[config.mk]
export PLATFORM = sky130hd
export DESIGN_NAME = mem_wb_pipe_stage
export DESIGN_NICKNAME = d
export VERILOG_FILES = /design/src/rtl/pipe_pkg.sv /design/src/rtl/pipe_skid_buf.sv /design/src/rtl/mem_wb_pipe_stage.sv
export SDC_FILE = /design/constraint.sdc
export NUM_CORES = 1
export LEC_CHECK = 0
export ABC_AREA = 1
export CAP_MARGIN = 40
export CORE_ASPECT_RATIO = 2
export CORE_MARGIN = 2
export CORE_UTILIZATION = 58
export DETAILED_ROUTE_END_ITERATION = 12
export HOLD_SLACK_MARGIN = 0.05
export PLACE_DENSITY = 0.95
export SYNTH_ARGS = -nofsm -noshare
export SYNTH_HDL_FRONTEND = slang
export SYNTH_HIERARCHICAL = 1
export SYNTH_SLANG_ARGS = --single-unit
export TNS_END_PERCENT = 1
[constraint.sdc]
create_clock -name clock -period 3.5 [get_ports clock]
set_input_delay 1.05 -clock clock [delete_from_list [all_inputs] [get_ports clock]]
set_output_delay 1.05 -clock clock [all_outputs]
set_load 0.05 [all_outputs]
[src/rtl/pipe_pkg.sv]
// pipe_pkg: shared MEM/WB entry layout and write-back select encodings.
package pipe_pkg;
  localparam int PKG_DATA_W = 32;
  localparam int PKG_REG_AW = 5;
  localparam logic WB_SEL_MEM = 1'b1;
  localparam logic WB_SEL_ALU = 1'b0;
  typedef struct packed {
    logic mem_to_reg;
    logic reg_write;
    logic [PKG_DATA_W-1:0] mem_data;
    logic [PKG_DATA_W-1:0] alu_result;
    logic [PKG_REG_AW-1:0] write_reg;
  } mem_wb_entry_t;
endpackage

[src/rtl/pipe_skid_buf.sv]
// pipe_skid_buf: valid/ready buffer with flush, two entries (registered ready) or one (combinational ready).
module pipe_skid_buf #(
  parameter int W = 8,
  parameter bit SKID = 1'b1
) (
  input  logic         clock,
  input  logic         reset_n,
  input  logic         flush,
  input  logic         inValid,
  output logic         inReady,
  input  logic [W-1:0] inData,
  output logic         outValid,
  input  logic         outReady,
  output logic [W-1:0] outData
);
  logic mainValid;
  logic [W-1:0] mainData;
  logic accept, consume;
  assign outValid = mainValid;
  assign outData = mainData;
  assign accept = inValid && inReady;
  assign consume = mainValid && outReady;
  if (SKID) begin : g_skid
    logic skidValid;
    logic [W-1:0] skidData;
    // Ready depends only on registered skid state, so it never combinationally follows outReady.
    assign inReady = !skidValid && !flush;
    always_ff @(posedge clock) begin
      if (!reset_n) begin
        mainValid <= 1'b0;
        skidValid <= 1'b0;
        mainData <= '0;
        skidData <= '0;
      end else if (flush) begin
        mainValid <= 1'b0;
        skidValid <= 1'b0;
      end else if (accept && mainValid && !consume) begin
        skidData <= inData;
        skidValid <= 1'b1;
      end else if (accept) begin
        mainData <= inData;
        mainValid <= 1'b1;
      end else if (consume) begin
        if (skidValid) mainData <= skidData;
        mainValid <= skidValid;
        skidValid <= 1'b0;
      end
    end
  end else begin : g_single
    assign inReady = (!mainValid || outReady) && !flush;
    always_ff @(posedge clock) begin
      if (!reset_n) begin
        mainValid <= 1'b0;
        mainData <= '0;
      end else if (flush) begin
        mainValid <= 1'b0;
      end else if (accept) begin
        mainData <= inData;
        mainValid <= 1'b1;
      end else if (consume) begin
        mainValid <= 1'b0;
      end
    end
  end
endmodule

[src/rtl/mem_wb_pipe_stage.sv]
// mem_wb_pipe_stage: MEM->WB stage with flow control, flush, register-0 guard, WB mux and retire counter.
module mem_wb_pipe_stage
  import pipe_pkg::*;
#(
  parameter int DATA_W = PKG_DATA_W,
  parameter int REG_AW = PKG_REG_AW,
  parameter bit SKID = 1'b1,
  parameter bit ZERO_GUARD = 1'b1,
  parameter int CNT_W = 32
) (
  input  logic              clock,
  input  logic              reset_n,
  input  logic              flush,
  input  logic              in_valid,
  output logic              in_ready,
  input  logic              in_mem_to_reg,
  input  logic              in_reg_write,
  input  logic [DATA_W-1:0] in_mem_data,
  input  logic [DATA_W-1:0] in_alu_result,
  input  logic [REG_AW-1:0] in_write_reg,
  output logic              out_valid,
  input  logic              out_ready,
  output logic              out_reg_write,
  output logic [REG_AW-1:0] out_write_reg,
  output logic [DATA_W-1:0] out_wb_data,
  output logic              out_mem_to_reg,
  output logic [CNT_W-1:0]  retire_count
);
  typedef struct packed {
    logic mem_to_reg;
    logic reg_write;
    logic [DATA_W-1:0] mem_data;
    logic [DATA_W-1:0] alu_result;
    logic [REG_AW-1:0] write_reg;
  } entry_t;
  entry_t inEntry, head;
  assign inEntry = '{mem_to_reg: in_mem_to_reg, reg_write: in_reg_write, mem_data: in_mem_data,
                     alu_result: in_alu_result, write_reg: in_write_reg};
  pipe_skid_buf #(.W($bits(entry_t)), .SKID(SKID)) skidBuf (
    .clock(clock),
    .reset_n(reset_n),
    .flush(flush),
    .inValid(in_valid),
    .inReady(in_ready),
    .inData(inEntry),
    .outValid(out_valid),
    .outReady(out_ready),
    .outData(head)
  );
  assign out_reg_write = out_valid && head.reg_write && !(ZERO_GUARD && head.write_reg == '0);
  assign out_write_reg = head.write_reg;
  assign out_mem_to_reg = head.mem_to_reg;
  assign out_wb_data = (head.mem_to_reg == WB_SEL_MEM) ? head.mem_data : head.alu_result;
  always_ff @(posedge clock) begin
    if (!reset_n) retire_count <= '0;
    else if (out_valid && out_ready && out_reg_write) retire_count <= retire_count + 1'b1;
  end
endmodule

# Word-level counts from Yosys, hierarchy flattened
# Index checks and enable logic that the tools add are counted.
word_totals:
  ff_bits: 176
  inputBits: 76
  output_inout_bits: 73
  wordCells: 40
classes:
  add_sub_neg: 1
  eq_ne: 1
  muxes: 9
  bitwise: 3
  n_reduce_logical: 21
op_table:
  columns: ["operator", "count"]
  rows:
  - ["$mux W71", 3]
  - ["$add A32 B1 Y32 const B", 1]
  - ["$mux W32", 1]
  - ["$logic_and A1 B1 Y1", 8]
  - ["$reduce_and A2 Y1", 3]
  - ["$reduce_bool A2 Y1", 3]
  - ["$logic_not A5 Y1", 1]
  - ["$mux W1", 5]
  - ["$logic_not A1 Y1", 4]
  - ["$reduce_and A4 Y1", 1]
  - ["$not A1 Y1", 3]
  - ["$ne A2 B2 Y1 const B", 1]
  - ["$reduce_or A2 Y1", 1]

# Longest topological paths before layout
# Gate-level depths: netlist of the first run.
logic_depth:
  ltp_word: 7
  mapped_depth: 9

# Modules after synthesis
# Netlist of the first run, hierarchy kept.
by_module_without_submodules:
  columns: ["mod", "instances", "cells_per_inst", "area_each_um2", "seq_area_each_um2"]
  rows:
  - ["pipe_skid_buf", 1, 1010, 6472.5, 2882.8]
  - ["mem_wb_pipe_stage", 1, 357, 2301.0, 640.6]

# Worst setup path after synthesis of the first run
# Ideal clock, no wire load.
synth_path:
  kind: "input-to-output"
  start: "input port flush"
  end: "output port in_ready"
  t_arrival_ns: 1.616
  t_required_ns: 2.450
  setup_slack_ns: 0.834
  path_stages: 3
  path_cell_list: "nor2_4 buf_6 buf_2"
synth_via:
  elab_chain_cells: 2
synth_rtl:
  columns: ["element", "line_no", "source"]
  rows:
  - ["start, declared", "mem_wb_pipe_stage.sv:13", "input logic flush,"]
  - ["$logic_not A1 Y1", "pipe_skid_buf.sv:27", "assign inReady = !skidValid && !flush;"]
  - ["$logic_and A1 B1 Y1", "pipe_skid_buf.sv:27", null]
  - ["end, declared", "mem_wb_pipe_stage.sv:15", "output logic in_ready,"]
# No other way between the ends.

# Worst setup path after layout of the first run
layout_path:
  start: "register skidBuf.mainData[70] (netlist: skidBuf/outData[70])"
  end: "output port out_wb_data[7]"
layout_via:
  elab_chain_cells: 1
layout_rtl:
  columns: ["element", "line_no", "source"]
  rows:
  - ["start, declared", "pipe_skid_buf.sv:17", "logic [W-1:0] mainData;"]
  - ["start signal, assigned", "pipe_skid_buf.sv:41", "mainData <= inData;"]
  - ["start signal, assigned", "pipe_skid_buf.sv:44", "if (skidValid) mainData <= skidData;"]
  - ["$mux W32", "mem_wb_pipe_stage.sv:53", "assign out_wb_data = (head.mem_to_reg == WB_SEL_MEM) ? head.mem_data : head.alu_result;"]
  - ["end, declared", "mem_wb_pipe_stage.sv:25", "output logic [DATA_W-1:0] out_wb_data,"]
# No other way between the ends.

==> summary.txt, run 1 <==
Routing
  • DRC Markers: 0
  • Wirelength per Cell: 14.8 um
  • Drt first pass iters: 5
  • Post-route ant nets: 0
  • Vias: 8907
  • Post-Route WL: 24.8 mm
  • Initial detailed-routing violation count: 635
  • Vias/cell: 5.32

Power and ir drop
  • Internal power: 3.31 mW
  • P per Cell Area: 419 nW/um^2
  • Total power draw: 4.54 mW
  • Clk pwr share: 0.415
  • Register share of total power: 0.458
  • Sw frac: 0.272
  • VDD IR-drop max: 323 uV
  • Leak: 4.76 nW
  • Comb power frac: 0.127
  • Switching component of the power: 1.24 mW

Synth
  • Cells after Synth: 1367
  • Mapped Nets: 1444
  • Synth Register Bits: 176
  • Synthesized area: 8770 sq um
  • Sequential area share after synthesis: 0.402
  • Synth warn: 6
  • Synth cell types: 25
  • Synth Area per Inst: 6.42 sq um

STA
  • Fin crit period: 3.20 ns
  • Fmax: 312 MHz
  • Final setup violation count: 0
  • Final WS setup: 0.299 ns
  • Unrepaired setup endpoints after global routing: false
  • Final period util: 0.915
  • Hold WS: 0.483 ns
  • Worst Skew: 0.0120 ns
  • Final setup TNS: 0 ns
  • Tightest Pin Transition: 0.870 ns
  • Slew HR: 0.420
  • Final slew viol count: 0
  • Final hold violation count: 0

Global routing
  • GRT Util Overall: 0.305
  • Largest net degree at the start of global routing: 93
  • First-pass GRT wire length: 39.8 mm
  • M1 GR Usage: 0.310
  • Met3 usage: 0.0573
  • GR Layer Usage met2: 0.556
  • GRT overflow: 0
  • Antenna violations before repair: 0
  • Top Usage Layer GRT: met2
  • Vias in the first global route: 8622

Min path
  • Class of the worst hold path: flip-flop to flip-flop
  • Hold Crit Start: skidBuf/g_skid.skidData[33]$_SDFFE_PN0P_

Placement
  • Detailed placement HPWL: 16.0 mm
  • GP Congestion: 0.935
  • Dpl cell area: 10200 sq um
  • IO Port Bufs: 148
  • Pre-CTS setup slack: 0.419 ns

Clock network
  • Post-CTS Setup Inserts: 0
  • H-tree levels: 4
  • Root Buffer: clkbuf_16
  • CTS Buf Count: 17
  • Clock Latency Late Sink: 0.43 ns
  • CTS clk-pin slew, worst paths: 0.07 ns
  • Clock tree sinks: 176
  • # resized after CTS: 0
  • Cts hold-fix bufs: 0
  • TritonCTS clock tree: done
  • Clock Tree Buf Depth: 2

Finish
  • Most common cell after layout, fill and taps aside: nand2_1
  • Ant. Diodes: 0
  • Nets: 1543
  • Area delta synth->final: 23.4%
  • Commonest non-fill, non-tap cells in the layout: nand2_1, nor2_1, dfxtp_1
  • Post-layout instance area: 10800 sq um
  • Layout cells sized above 1: 0.0690

Setup path
  • Critical Path AT: 2.15 ns
  • Reg2reg start: skidBuf/g_skid.skidValid$_SDFFE_PP0P_
  • Setup CP Type: flip-flop to primary output
  • Worst path slowest cell: clkdlybuf4s50_1
  • Crit path largest cell delay: 0.77 ns
  • CP Capture Type: primary output
  • Worst Setup SP: skidBuf/outData[70]$_SDFFE_PN0P_
  • Critical path required time: 2.45 ns
  • Cell chain of the critical path: buf_12 -> mux2_2 -> clkdlybuf4s50_1
  • Worst setup SP type: flip-flop
  • CP Max Fanout: 34

Run status
  • Status: completed

Flow run
  • Max_cap viols: 0

Die
  • Height of the die: 178 um
  • Area of the core: 14800 sq um
  • I/O Pins: 149
  • Die area: 16200 sq um
  • Initial core utilization: 0.592
  • Row cnt: 63
  • Width of the die: 91.0 um
-- synth_stat cells --
cell | instances | share of area
nand2_1 | 385 | 0.16
nor2_1 | 375 | 0.16
dfxtp_1 | 176 | 0.40
nand3_1 | 93 | 0.053
inv_1 | 92 | 0.039
o21ai_0 | 73 | 0.042
clkbuf_1 | 39 | 0.017
mux2_2 | 30 | 0.039
buf_2 | 21 | 0.012
a21oi_1 | 19 | 0.011
nand4_1 | 12 | 0.0086
buf_6 | 10 | 0.013
buf_4 | 8 | 0.0068
nor2_2 | 7 | 0.0050
nor2_4 | 7 | 0.0090
nand2_2 | 4 | 0.0029
buf_1 | 3 | 0.0013
nand2_4 | 3 | 0.0039
mux2_1 | 2 | 0.0026
nand3b_1 | 2 | 0.0017
xnor2_1 | 2 | 0.0020
a21boi_0 | 1 | 0.00086
ha_1 | 1 | 0.0014
inv_2 | 1 | 0.00043
nand3_4 | 1 | 0.0020
-- area by class of cell --
cell class / count / area, sq um
clock buffer: 18 / 439
clock inverter: 14 / 146
fill: 1178 / 3990
inverter: 93 / 349
multi-input combinational: 1017 / 4470
sequential: 176 / 3520
tap: 195 / 244
timing repair buffer: 161 / 1660
-- sequential cells by signal (all words and copies together), names as in the netlist --
register	cells
skidBuf/outValid	1
retire_count	32
skidBuf/outData	71
skidBuf/g_skid.skidValid	1
skidBuf/g_skid.skidData	71
-- stage by stage --
step / instances / utilization
after floorplan: 1367 / -
after global placement: 1642 / 0.691
after detailed placement: 1642 / 0.691
after CTS: 1674 / 0.731
after global routing: 1674 / 0.731
final: 1674 / 0.731
-- per-layer routing --
metal	wire length [um]	part of all wire
met5	0	0
met4	1530	0.062
met3	1460	0.059
met2	13000	0.52
met1	8830	0.36
-- power groups by stage --
stage                     Clock (mW)  Combinational (mW)  Sequential (mW)
final                           1.89               0.578             2.08
after global routing            2.00               0.624             2.08
after CTS                       1.91               0.574             2.08
after detailed placement           0               0.566             2.12
after global placement             0               0.553             2.12
after floorplan                    0               0.349             2.13
-- path summary, 6_finish.rpt --
kind | endpoint | slack, ns | cells after the start
min reg2reg | skidBuf/g_skid.skidData[33]$_SDFFE_PN0P_ | 0.48 | 2
min | skidBuf/g_skid.skidData[33]$_SDFFE_PN0P_ | 0.48 | 2
max | out_wb_data[7] | 0.30 | 3
max reg2reg | skidBuf/outData[11]$_SDFFE_PN0P_ | 1.59 | 8
-- worst max-delay path: cells and delay by family, from the launching register on --
kind,cells,cell delay [ns]
buffers and inverters,2,0.99
flip-flops,1,0.34
multiplexers,1,0.36
-- cell families (layout without fill, tap and decap cells) --
logic type | after synthesis | in the layout | share of synthesized area
XOR/XNOR | 2 | 2 | 0.00200
adder cells (fa/ha/maj) | 1 | 1 | 0.00143
flip-flops | 176 | 176 | 0.402
AO/OA/AOI/OAI | 93 | 93 | 0.0533
buffers and inverters | 174 | 286 | 0.0894
multiplexers | 32 | 32 | 0.0411
AND/OR/NAND/NOR | 889 | 889 | 0.411
Note: power is estimated with default switching activity, not from simulation.
==> run 2: changes to the inputs <==
--- a/config.mk
+++ b/config.mk
@@ -7,7 +7,6 @@
 export LEC_CHECK = 0
 export ABC_AREA = 1
 export CAP_MARGIN = 40
-export CORE_ASPECT_RATIO = 2
 export CORE_MARGIN = 2
 export CORE_UTILIZATION = 58
 export DETAILED_ROUTE_END_ITERATION = 12
==> summary.txt, run 2 (synthesis results as in run 1) <==
Setup path
  • Worst setup SP type: flip-flop
  • Crit path largest cell delay: 0.71 ns
  • CP Capture Type: primary output
  • Cell chain of the critical path: buf_12 -> mux2_2 -> clkdlybuf4s50_1
  • Worst path slowest cell: clkdlybuf4s50_1
  • Critical Path AT: 2.37 ns
  • CP Max Fanout: 21
  • Setup CP Type: flip-flop to primary output
  • Critical path required time: 2.45 ns

Clock network
  • Root Buffer: clkbuf_16
  • Clock tree sinks: 176
  • H-tree levels: 4
  • Clock Latency Late Sink: 0.43 ns
  • Post-CTS Setup Inserts: 0
  • # resized after CTS: 0
  • CTS clk-pin slew, worst paths: 0.06 ns
  • CTS Buf Count: 17
  • Cts hold-fix bufs: 0
  • Clock Tree Buf Depth: 2
  • TritonCTS clock tree: done

Placement
  • IO Port Bufs: 148
  • Placed Cells: 1633
  • GP Congestion: 0.870
  • Detailed placement HPWL: 14.7 mm

STA
  • Final setup TNS: 0 ns
  • Final slew viol count: 0
  • Final period util: 0.976
  • Fmax: 293 MHz
  • Final setup violation count: 0
  • Final hold violation count: 0
  • Slew HR: 0.448
  • Unrepaired setup endpoints after global routing: false
  • Tightest Pin Transition: 0.827 ns
  • Fin crit period: 3.42 ns
  • Worst Skew: 0.0141 ns

Finish
  • Reg area: 3520 sq um
  • Area delta synth->final: 22.5%
  • Most common cell after layout, fill and taps aside: nand2_1
  • Multi-input logic area: 4470 sq um
  • Fill cell count: 1113
  • Layout cells sized above 1: 0.0689
  • Nets: 1545
  • Non-filler cells, final: 1664
  • Ant. Diodes: 0
  • Commonest non-fill, non-tap cells in the layout: nand2_1, nor2_1, dfxtp_1

Die
  • Initial core utilization: 0.599
  • Height of the die: 127 um
  • Row cnt: 44
  • Die area: 16100 sq um
  • Area of the core: 14600 sq um
  • I/O Pins: 149
  • Width of the die: 127 um

Flow run
  • Max_cap viols: 0

Routing
  • Drt first pass iters: 5
  • Wirelength per Cell: 14.0 um
  • Post-Route WL: 23.3 mm
  • DRC Markers: 0
  • Initial detailed-routing violation count: 966
  • Post-route ant nets: 0
  • Vias: 8823
  • Vias/cell: 5.30

Run status
  • Status: completed

Global routing
  • GRT Util Overall: 0.289
  • Antenna violations before repair: 0
  • First-pass GRT wire length: 38.1 mm
  • Largest net degree at the start of global routing: 113
  • Vias in the first global route: 8132
  • GRT overflow: 0

Power and ir drop
  • Leak: 4.73 nW
  • VDD IR-drop max: 354 uV
  • P per Cell Area: 410 nW/um^2

Min path
  • Class of the worst hold path: flip-flop to flip-flop
run 2: power breakdown:
part	switching, mW	internal (mW)
logic	0.347	0.228
clock network	0.808	0.946
registers	0.0295	2.05
run 2: stage by stage:
stage	utilization	hold WS [ns]	setup WS, ns	power, mW	instance area (sq um)
floorplan	-	0.454	0.834	2.48	8770
global placement	0.697	0.462	0.443	2.68	10200
detailed placement	0.697	0.471	0.351	2.69	10200
CTS	0.734	0.487	0.0794	4.43	10700
global route	0.734	0.502	0.0316	4.59	10700
finish	0.734	0.483	0.0824	4.41	10700
run 2: worst paths after layout:
path,from,endpoint,slack (ns),cells after the start
setup / recovery,skidBuf/outData[70]$_SDFFE_PN0P_,out_wb_data[30],0.08,3
setup reg to reg,skidBuf/g_skid.skidValid$_SDFFE_PP0P_,skidBuf/outData[44]$_SDFFE_PN0P_,1.46,9
hold reg to reg,skidBuf/g_skid.skidData[69]$_SDFFE_PN0P_,skidBuf/g_skid.skidData[69]$_SDFFE_PN0P_,0.48,2
hold / removal,skidBuf/g_skid.skidData[69]$_SDFFE_PN0P_,skidBuf/g_skid.skidData[69]$_SDFFE_PN0P_,0.48,2
run 2: final cells by class:
type	count	area share
multi-input combinational	1017	0.416
sequential	176	0.328
timing repair buffer	163	0.152
clock buffer	20	0.0425
inverter	93	0.0325
tap	184	0.0214
clock inverter	11	0.00768
run 2: per-layer routing:
layer / track usage / vias up / part of all wire
met2: 0.477 / 400 / 0.48
met5: 0 / - / 0
met4: 0.114 / 0 / 0.023
met1: 0.369 / 3962 / 0.42
met3: 0.0691 / 51 / 0.082
li1: - / 4410 / -
run 2: worst max-delay path, delay by kind of cell (launching register included):
kind / cells / cell delay (ns)
buf+inv: 2 / 0.95
flops: 1 / 0.59
mux: 1 / 0.39
